===== src/rtl/uart_tx_sched_if.sv =====
// Handshake, frame-configuration and line-status bundle between the byte source and uart_tx_sched.
interface uart_tx_sched_if #(
  parameter int DATA_BITS = 8,
  parameter int DIV_W     = 16
);
  logic [DIV_W-1:0]     div_i;
  logic                 parity_en_i;
  logic                 stop2_i;
  logic [DATA_BITS-1:0] data_i;
  logic                 valid_i;
  logic                 ready_o;
  logic                 tx_o;
  logic                 busy_o;
  logic                 done_o;

  modport master (
    output div_i, parity_en_i, stop2_i, data_i, valid_i,
    input  ready_o, tx_o, busy_o, done_o
  );

  modport slave (
    input  div_i, parity_en_i, stop2_i, data_i, valid_i,
    output ready_o, tx_o, busy_o, done_o
  );
endinterface


===== src/rtl/uart_tx_sched.sv =====
// UART frame scheduler: start, LSB-first data, optional even parity and 1/2 stop bits,
// each slot timed by a per-frame divide-by-D counter latched at accept.
module uart_tx_sched #(
  parameter int DATA_BITS = 8,
  parameter int DIV_W     = 16
) (
  input logic            clk,
  input logic            rst_n,
  uart_tx_sched_if.slave bus
);
  typedef enum logic [2:0] {IDLE, START, DATA, PARITY, STOP} state_t;

  state_t               state;
  logic [DIV_W-1:0]     bit_cnt;
  logic [DIV_W-1:0]     div_q;
  logic [3:0]           slot_cnt;
  logic [DATA_BITS-1:0] data_sh;
  logic                 par_en_q;
  logic                 par_bit;
  logic                 stop2_q;
  logic                 tx_q;
  logic                 done_q;
  logic                 slot_end;

  assign slot_end    = (bit_cnt == div_q - DIV_W'(1));
  assign bus.ready_o = (state == IDLE);
  assign bus.busy_o  = (state != IDLE);
  assign bus.tx_o    = tx_q;
  assign bus.done_o  = done_q;

  always_ff @(posedge clk) begin
    if (!rst_n) begin
      state    <= IDLE;
      bit_cnt  <= '0;
      slot_cnt <= '0;
      div_q    <= DIV_W'(2);
      data_sh  <= '0;
      par_en_q <= 1'b0;
      par_bit  <= 1'b0;
      stop2_q  <= 1'b0;
      tx_q     <= 1'b1;
      done_q   <= 1'b0;
    end else begin
      done_q <= 1'b0;
      if (state == IDLE) begin
        if (bus.valid_i) begin
          // Parity is taken from the word at accept because the shifter consumes it.
          data_sh  <= bus.data_i;
          par_bit  <= ^bus.data_i;
          par_en_q <= bus.parity_en_i;
          stop2_q  <= bus.stop2_i;
          div_q    <= (bus.div_i < DIV_W'(2)) ? DIV_W'(2) : bus.div_i;
          bit_cnt  <= '0;
          slot_cnt <= '0;
          tx_q     <= 1'b0;
          state    <= START;
        end
      end else if (!slot_end) begin
        bit_cnt <= bit_cnt + DIV_W'(1);
      end else begin
        bit_cnt <= '0;
        case (state)
          START: begin
            tx_q     <= data_sh[0];
            data_sh  <= data_sh >> 1;
            slot_cnt <= '0;
            state    <= DATA;
          end
          DATA: begin
            if (slot_cnt == 4'(DATA_BITS - 1)) begin
              slot_cnt <= '0;
              if (par_en_q) begin
                tx_q  <= par_bit;
                state <= PARITY;
              end else begin
                tx_q  <= 1'b1;
                state <= STOP;
              end
            end else begin
              tx_q     <= data_sh[0];
              data_sh  <= data_sh >> 1;
              slot_cnt <= slot_cnt + 4'd1;
            end
          end
          PARITY: begin
            tx_q     <= 1'b1;
            slot_cnt <= '0;
            state    <= STOP;
          end
          STOP: begin
            tx_q <= 1'b1;
            if (slot_cnt == {3'b000, stop2_q}) begin
              slot_cnt <= '0;
              done_q   <= 1'b1;
              state    <= IDLE;
            end else begin
              slot_cnt <= slot_cnt + 4'd1;
            end
          end
          default: begin
            tx_q  <= 1'b1;
            state <= IDLE;
          end
        endcase
      end
    end
  end
endmodule


===== src/flat_wrapper.sv =====
// flat-port wrapper written by rule: the top's interface ports become plain ports
module uart_tx_sched_flat 
#(
  parameter int DATA_BITS = 8,
  parameter int DIV_W     = 16
)
  (clk, rst_n, bus_div_i, bus_parity_en_i, bus_stop2_i, bus_data_i, bus_valid_i, bus_ready_o, bus_tx_o, bus_busy_o, bus_done_o);
  uart_tx_sched_if #(.DATA_BITS(DATA_BITS), .DIV_W(DIV_W)) bus_i ();
  input logic clk;
  input logic rst_n;
  input wire logic [$bits(bus_i.div_i)-1:0] bus_div_i;
  input wire logic [$bits(bus_i.parity_en_i)-1:0] bus_parity_en_i;
  input wire logic [$bits(bus_i.stop2_i)-1:0] bus_stop2_i;
  input wire logic [$bits(bus_i.data_i)-1:0] bus_data_i;
  input wire logic [$bits(bus_i.valid_i)-1:0] bus_valid_i;
  output wire logic [$bits(bus_i.ready_o)-1:0] bus_ready_o;
  output wire logic [$bits(bus_i.tx_o)-1:0] bus_tx_o;
  output wire logic [$bits(bus_i.busy_o)-1:0] bus_busy_o;
  output wire logic [$bits(bus_i.done_o)-1:0] bus_done_o;
  assign bus_i.div_i = bus_div_i;
  assign bus_i.parity_en_i = bus_parity_en_i;
  assign bus_i.stop2_i = bus_stop2_i;
  assign bus_i.data_i = bus_data_i;
  assign bus_i.valid_i = bus_valid_i;
  assign bus_ready_o = bus_i.ready_o;
  assign bus_tx_o = bus_i.tx_o;
  assign bus_busy_o = bus_i.busy_o;
  assign bus_done_o = bus_i.done_o;
  uart_tx_sched #(.DATA_BITS(DATA_BITS), .DIV_W(DIV_W)) u_core (.clk(clk), .rst_n(rst_n), .bus(bus_i));
endmodule

===== config.mk =====
export PLATFORM = sky130hd
export DESIGN_NAME = uart_tx_sched_flat
export DESIGN_NICKNAME = d
export VERILOG_FILES = /design/src/rtl/uart_tx_sched_if.sv /design/src/rtl/uart_tx_sched.sv /design/src/flat_wrapper.sv
export SDC_FILE = /design/constraint.sdc
export NUM_CORES = 1
export LEC_CHECK = 0
export ABC_CLOCK_PERIOD_IN_PS = 5600
export CORE_UTILIZATION = 60
export DETAILED_ROUTE_END_ITERATION = 10
export PLACE_DENSITY = 0.84
export SLEW_MARGIN = 20
export SYNTH_ARGS = -nofsm -noshare
export SYNTH_HDL_FRONTEND = slang
export SYNTH_SLANG_ARGS = --single-unit
export TNS_END_PERCENT = 1

===== constraint.sdc =====
create_clock -name clk -period 5.6 [get_ports clk]
set_input_delay 1.12 -clock clk [delete_from_list [all_inputs] [get_ports clk]]
set_output_delay 1.12 -clock clk [all_outputs]
set_load 0.1 [all_outputs]

======== Word-level counts from Yosys, hierarchy flattened ========
Cells that the tools add are included.
storage, ports and cells
  register bits after elaboration ......... 52
  input bits .............................. 29
  output and inout port bits .............. 4
operators by class
  $add $sub $neg .......................... 3
  magnitude comparators ................... 1
  equality and inequality tests ........... 11
  muxes and demuxes ....................... 29
  bitwise gates (word level) .............. 3
  reductions and logical operators ........ 13
operator list
  kind                                                                            count
  16-bit 2-to-1 mux                                                               4
  8-bit 2-to-1 mux                                                                4
  4-bit 2-to-1 mux                                                                5
  3-bit 2-to-1 mux                                                                6
  16-bit by 1-bit adder with 16-bit output (second input constant)                1
  16-bit == test                                                                  1
  16-bit by 2-bit less-than comparator with 1-bit output (second input constant)  1
  8-bit one-hot mux with 2 select lines                                           1
  16-bit by 1-bit subtractor with 16-bit output (second input constant)           1
  3-bit one-hot mux with 4 select lines                                           1
  4-bit one-hot mux with 3 select lines                                           1
  4-bit AND reduction                                                             2
  8-bit XOR reduction                                                             1
  3-bit by 2-bit == test with 1-bit output (second input constant)                2
  1-bit 2-to-1 mux                                                                6
  3-bit by 2-bit inequality test with 1-bit output (second input constant)        2
  3-bit nonzero test                                                              2
  4-bit by 1-bit adder with 4-bit output (second input constant)                  1
  4-bit by 1-bit == test with 1-bit output                                        1
  4-bit by 3-bit == test with 1-bit output (second input constant)                1
  2-bit AND reduction                                                             2
  4-bit nonzero test                                                              1
  4-bit OR reduction                                                              1
  3-bit by 1-bit == test with 1-bit output (second input constant)                1
  other kinds (9)                                                                 11

======== Logic depth before layout (Yosys ltp) ========
  depth in word-level cells ............... 5
  depth in mapped cells ................... 11
  gate-level depth less buffers ........... 9

======== Worst setup path before layout ========
Ideal clock, no wire load.
  path kind ............................... reg-to-output
  from .................................... reg u_core.state[0]
  to ...................................... out bus_ready_o
  arrival ................................. 1.828 ns
  data required time ...................... 4.480 ns
  setup slack ............................. 2.652 ns
  cell stages (with the launch flop) ...... 4
  buffers on the path ..................... 1
  cells stage by stage .................... dfxtp_1 > or3_1 > inv_1 > clkbuf_1
between the ends
  longest elaborated chain between the ends .. 1
RTL lines
  element                 line                 source
  start, declared         uart_tx_sched.sv:13  state_t state;
  start signal, assigned  uart_tx_sched.sv:33  state <= IDLE;
  start signal, assigned  uart_tx_sched.sv:56  state <= START;
  start signal, assigned  uart_tx_sched.sv:67  state <= DATA;
  3-bit logical NOT       uart_tx_sched.sv:26  assign bus.ready_o = (state == IDLE);
  end, declared           flat_wrapper.sv:16   output wire logic [$bits(bus_i.ready_o)-1:0] bus_ready_o;
Every way passes these cells.

======== Worst setup path after layout ========
  from .................................... reg u_core.state[2]
  to ...................................... out bus_ready_o
The elaborated chain is that of the path after synthesis.

==> flow_metrics.tcl <==
set metrics [dict create \
    final_cell_mix "nand2_1, dfxtp_1, clkdlybuf4s50_1" \
    critPathMaxFanout 21 \
    fmaxAchievable_mhz 232.6 \
    first_pass_iters 5 \
    area_growth_pct 13.73 \
    post_cts_resized 0 \
    regArea_um2 1041 \
    hold_class "reg2reg" \
    synth_edf_count 0 \
    drc 0 \
    cp-end-kind "output pin" \
    synth_area_um2 3025 \
    finalHoldViolations 0 \
    crit_path_start "u_core.state[2]" \
    wl_per_cell_um 15.22 \
    grt_max_degree 34 \
    grt-ovfl-total 0 \
    nets 427 \
    grt_pass1_wl_um 11710 \
    cts_tree "yes" \
    power_frac_seq_pct 37.3 \
    cts_setup_buffers 0 \
    layout_setup_ws_ps 1302 \
    drv_cap 0 \
    hpwlAfterDp_um 5018 \
    ant_nets 0 \
    cts_root_buf "clkbuf_8" \
    setup-tns-final_ps 0 \
    cts_hold_buf 0 \
    reg2regPathDepth 7 \
    synthCells 378 \
    io_buffers 32 \
    clock_power_share_pct 20.3 \
    numCtsBuffers 5 \
    hold_depth 2 \
    synth_cell_types 49 \
    dpl-instance-area_um2 3329 \
    rsz0062_at_grt "false" \
    tightest_slew_ps 1022 \
    power_frac_comb_pct 42.4 \
    syn_avg_cell_area_um2 8.004 \
    use_met1_pct 38.37 \
    crit_type "reg2out" \
    leakagePower_nw 1.214 \
    grt_pass1_vias 2511 \
    yosysWarnings 0 \
    dpl.cell_count 455 \
    reg2reg_to "u_core.bit_cnt[10]" \
    hold_path_end "u_core.stop2_q" \
    track_usage_pct 28.11 \
    drt-total-wl_um 7048 \
    die_h_um 73.01 \
    ir_drop_mv 0.3144 \
    mostFrequentLayoutCell "nand2_1" \
    synth_nets 410 \
    multi_input_area_um2 1854 \
    num_vias 2839 \
    use_met2_pct 45.68 \
    crit_required_ps 4480 \
    insertion_delay_ps 310 \
    die_area_um2 5330 \
    die_x_um 73.01 \
    slew_headroom_pct 31.78 \
    n_antenna_cell 0 \
    core-area_um2 4786 \
    ys_seq_elements 52 \
    layout.cells.non_filler 463 \
    cts_max_level 2 \
    fill_cells 382 \
    status "complete, no violations" \
    initial_core_util_pct 63.22 \
    via_per_inst 6.132 \
    slew_violations 0 \
    fin_crit_sh_pct 76.76 \
    top_level_ports 33 \
    clock_sinks 52 \
    p_per_area_nw_per_um2 379.8 \
    max-clock-path-buffers 2 \
    power_mw 1.307 \
    drt_iter0_drc 273 \
    cts.clk_slew.worst_paths_ps 90 \
    crit_arrival_ps 3180 \
    fin_crit_ps 4298 \
    critPathLaunchType "flip-flop" \
    regToRegSetupSlack_ps 2410 \
    stdcell_area_um2 3441 \
    p_sw_share_pct 42.13 \
    clock_skew_ps 11.99 \
    ys_seq_area_share_pct 34.41 \
    worstReg2RegStart "u_core.div_q[9]" \
    setup_viol 0 \
    drive_above_1_share_pct 5.051 \
    p_sw_mw 0.5506 \
    gp_congestion 0.8409 \
    internal_power_mw 0.7563 \
    use_met3_pct 4.144 \
    synth-main-ff-cell "dfxtp_1" \
    hp-start "u_core.stop2_q" \
    rows 25 \
    gr-max-usage-layer "met2" \
    async_flop_share_pct 0 \
    dp_slack_ps 1718 \
    antenna_found_initial 0 \
]
==> stage by stage <==
step	utilization [%]	hold WS, ps
final	71.90	478.4
after global routing	71.90	512.1
after CTS	71.90	476.1
after detailed placement	69.57	462.9
after global placement	69.57	460.1
after floorplan	-	448.1
==> metal layers <==
metal,routed length (um),share of wire [%]
met5,0,0
met1,3257,46
met4,123,1.7
met2,3288,47
met3,378,5.4
==> cells in the mapped netlist, types with 7 or more instances <==
cell,n,area share [%]
clkbuf_1,17,2.1
a311oi_1,7,2.0
nor2_1,27,3.3
mux2i_1,8,2.6
a21oi_1,26,4.3
xor2_1,17,4.9
nor4_1,7,1.4
dfxtp_1,52,34
nand2_1,70,8.7
xnor2_1,27,7.8
nand4_1,11,2.3
nand3_1,11,1.8
o21ai_0,8,1.3
a211oi_1,11,2.7
==> power by group through the flow <==
stage / combinational, mW / sequential, mW / clock (mW)
2_1_floorplan: 0.444 / 0.479 / 0
3_3_place_gp: 0.532 / 0.489 / 0
3_5_place_dp: 0.543 / 0.493 / 0
4_1_cts: 0.547 / 0.485 / 0.266
5_1_grt: 0.603 / 0.495 / 0.277
6_report: 0.554 / 0.487 / 0.265
==> cells by family (layout without fill, tap and decap cells) <==
logic type	Yosys count	in the layout	share of synthesized area, %
buffers and inverters	29	47	4.301
multiplexers	8	8	2.647
AO/OA/AOI/OAI	73	73	16.17
XOR/XNOR	44	44	12.74
flip-flops	52	52	34.41
adder cells (fa/ha/maj)	3	3	1.241
AND/OR/NAND/NOR	169	169	28.49
==> layout make-up <==
cell class,count,area share [%]
timing repair buffer,33,9.527
clock inverter,2,1.127
inverter,6,0.6545
tap,67,2.436
multi-input combinational,297,53.89
sequential,52,30.25
clock buffer,6,2.109
==> worst max-delay path, stage by stage (launching register included) <==
cell and delay, ps:
dfxtp_1 430, or3_1 740, inv_1 470, clkdlybuf4s50_1 1220
==> sequential cells by signal, indices dropped and copies added, names as in the netlist <==
register,cells
u_core.bit_cnt,16
u_core.bus.done_o,1
u_core.bus.tx_o,1
u_core.data_sh,8
u_core.div_q,16
u_core.par_bit,1
u_core.par_en_q,1
u_core.slot_cnt,4
u_core.state,3
u_core.stop2_q,1
==> worst max path at each step <==
| stage | to | slack, ps | cells past startpoint |
|---|---|---|---|
| after floorplan | bus_ready_o | 2650 | 3 |
| after global placement | bus_ready_o | 1770 | 3 |
| after detailed placement | bus_ready_o | 1720 | 3 |
| after CTS | bus_ready_o | 1360 | 3 |
| after global routing | bus_ready_o | 1190 | 3 |
| final | bus_ready_o | 1300 | 3 |
Power figures use the tool's default switching activity.
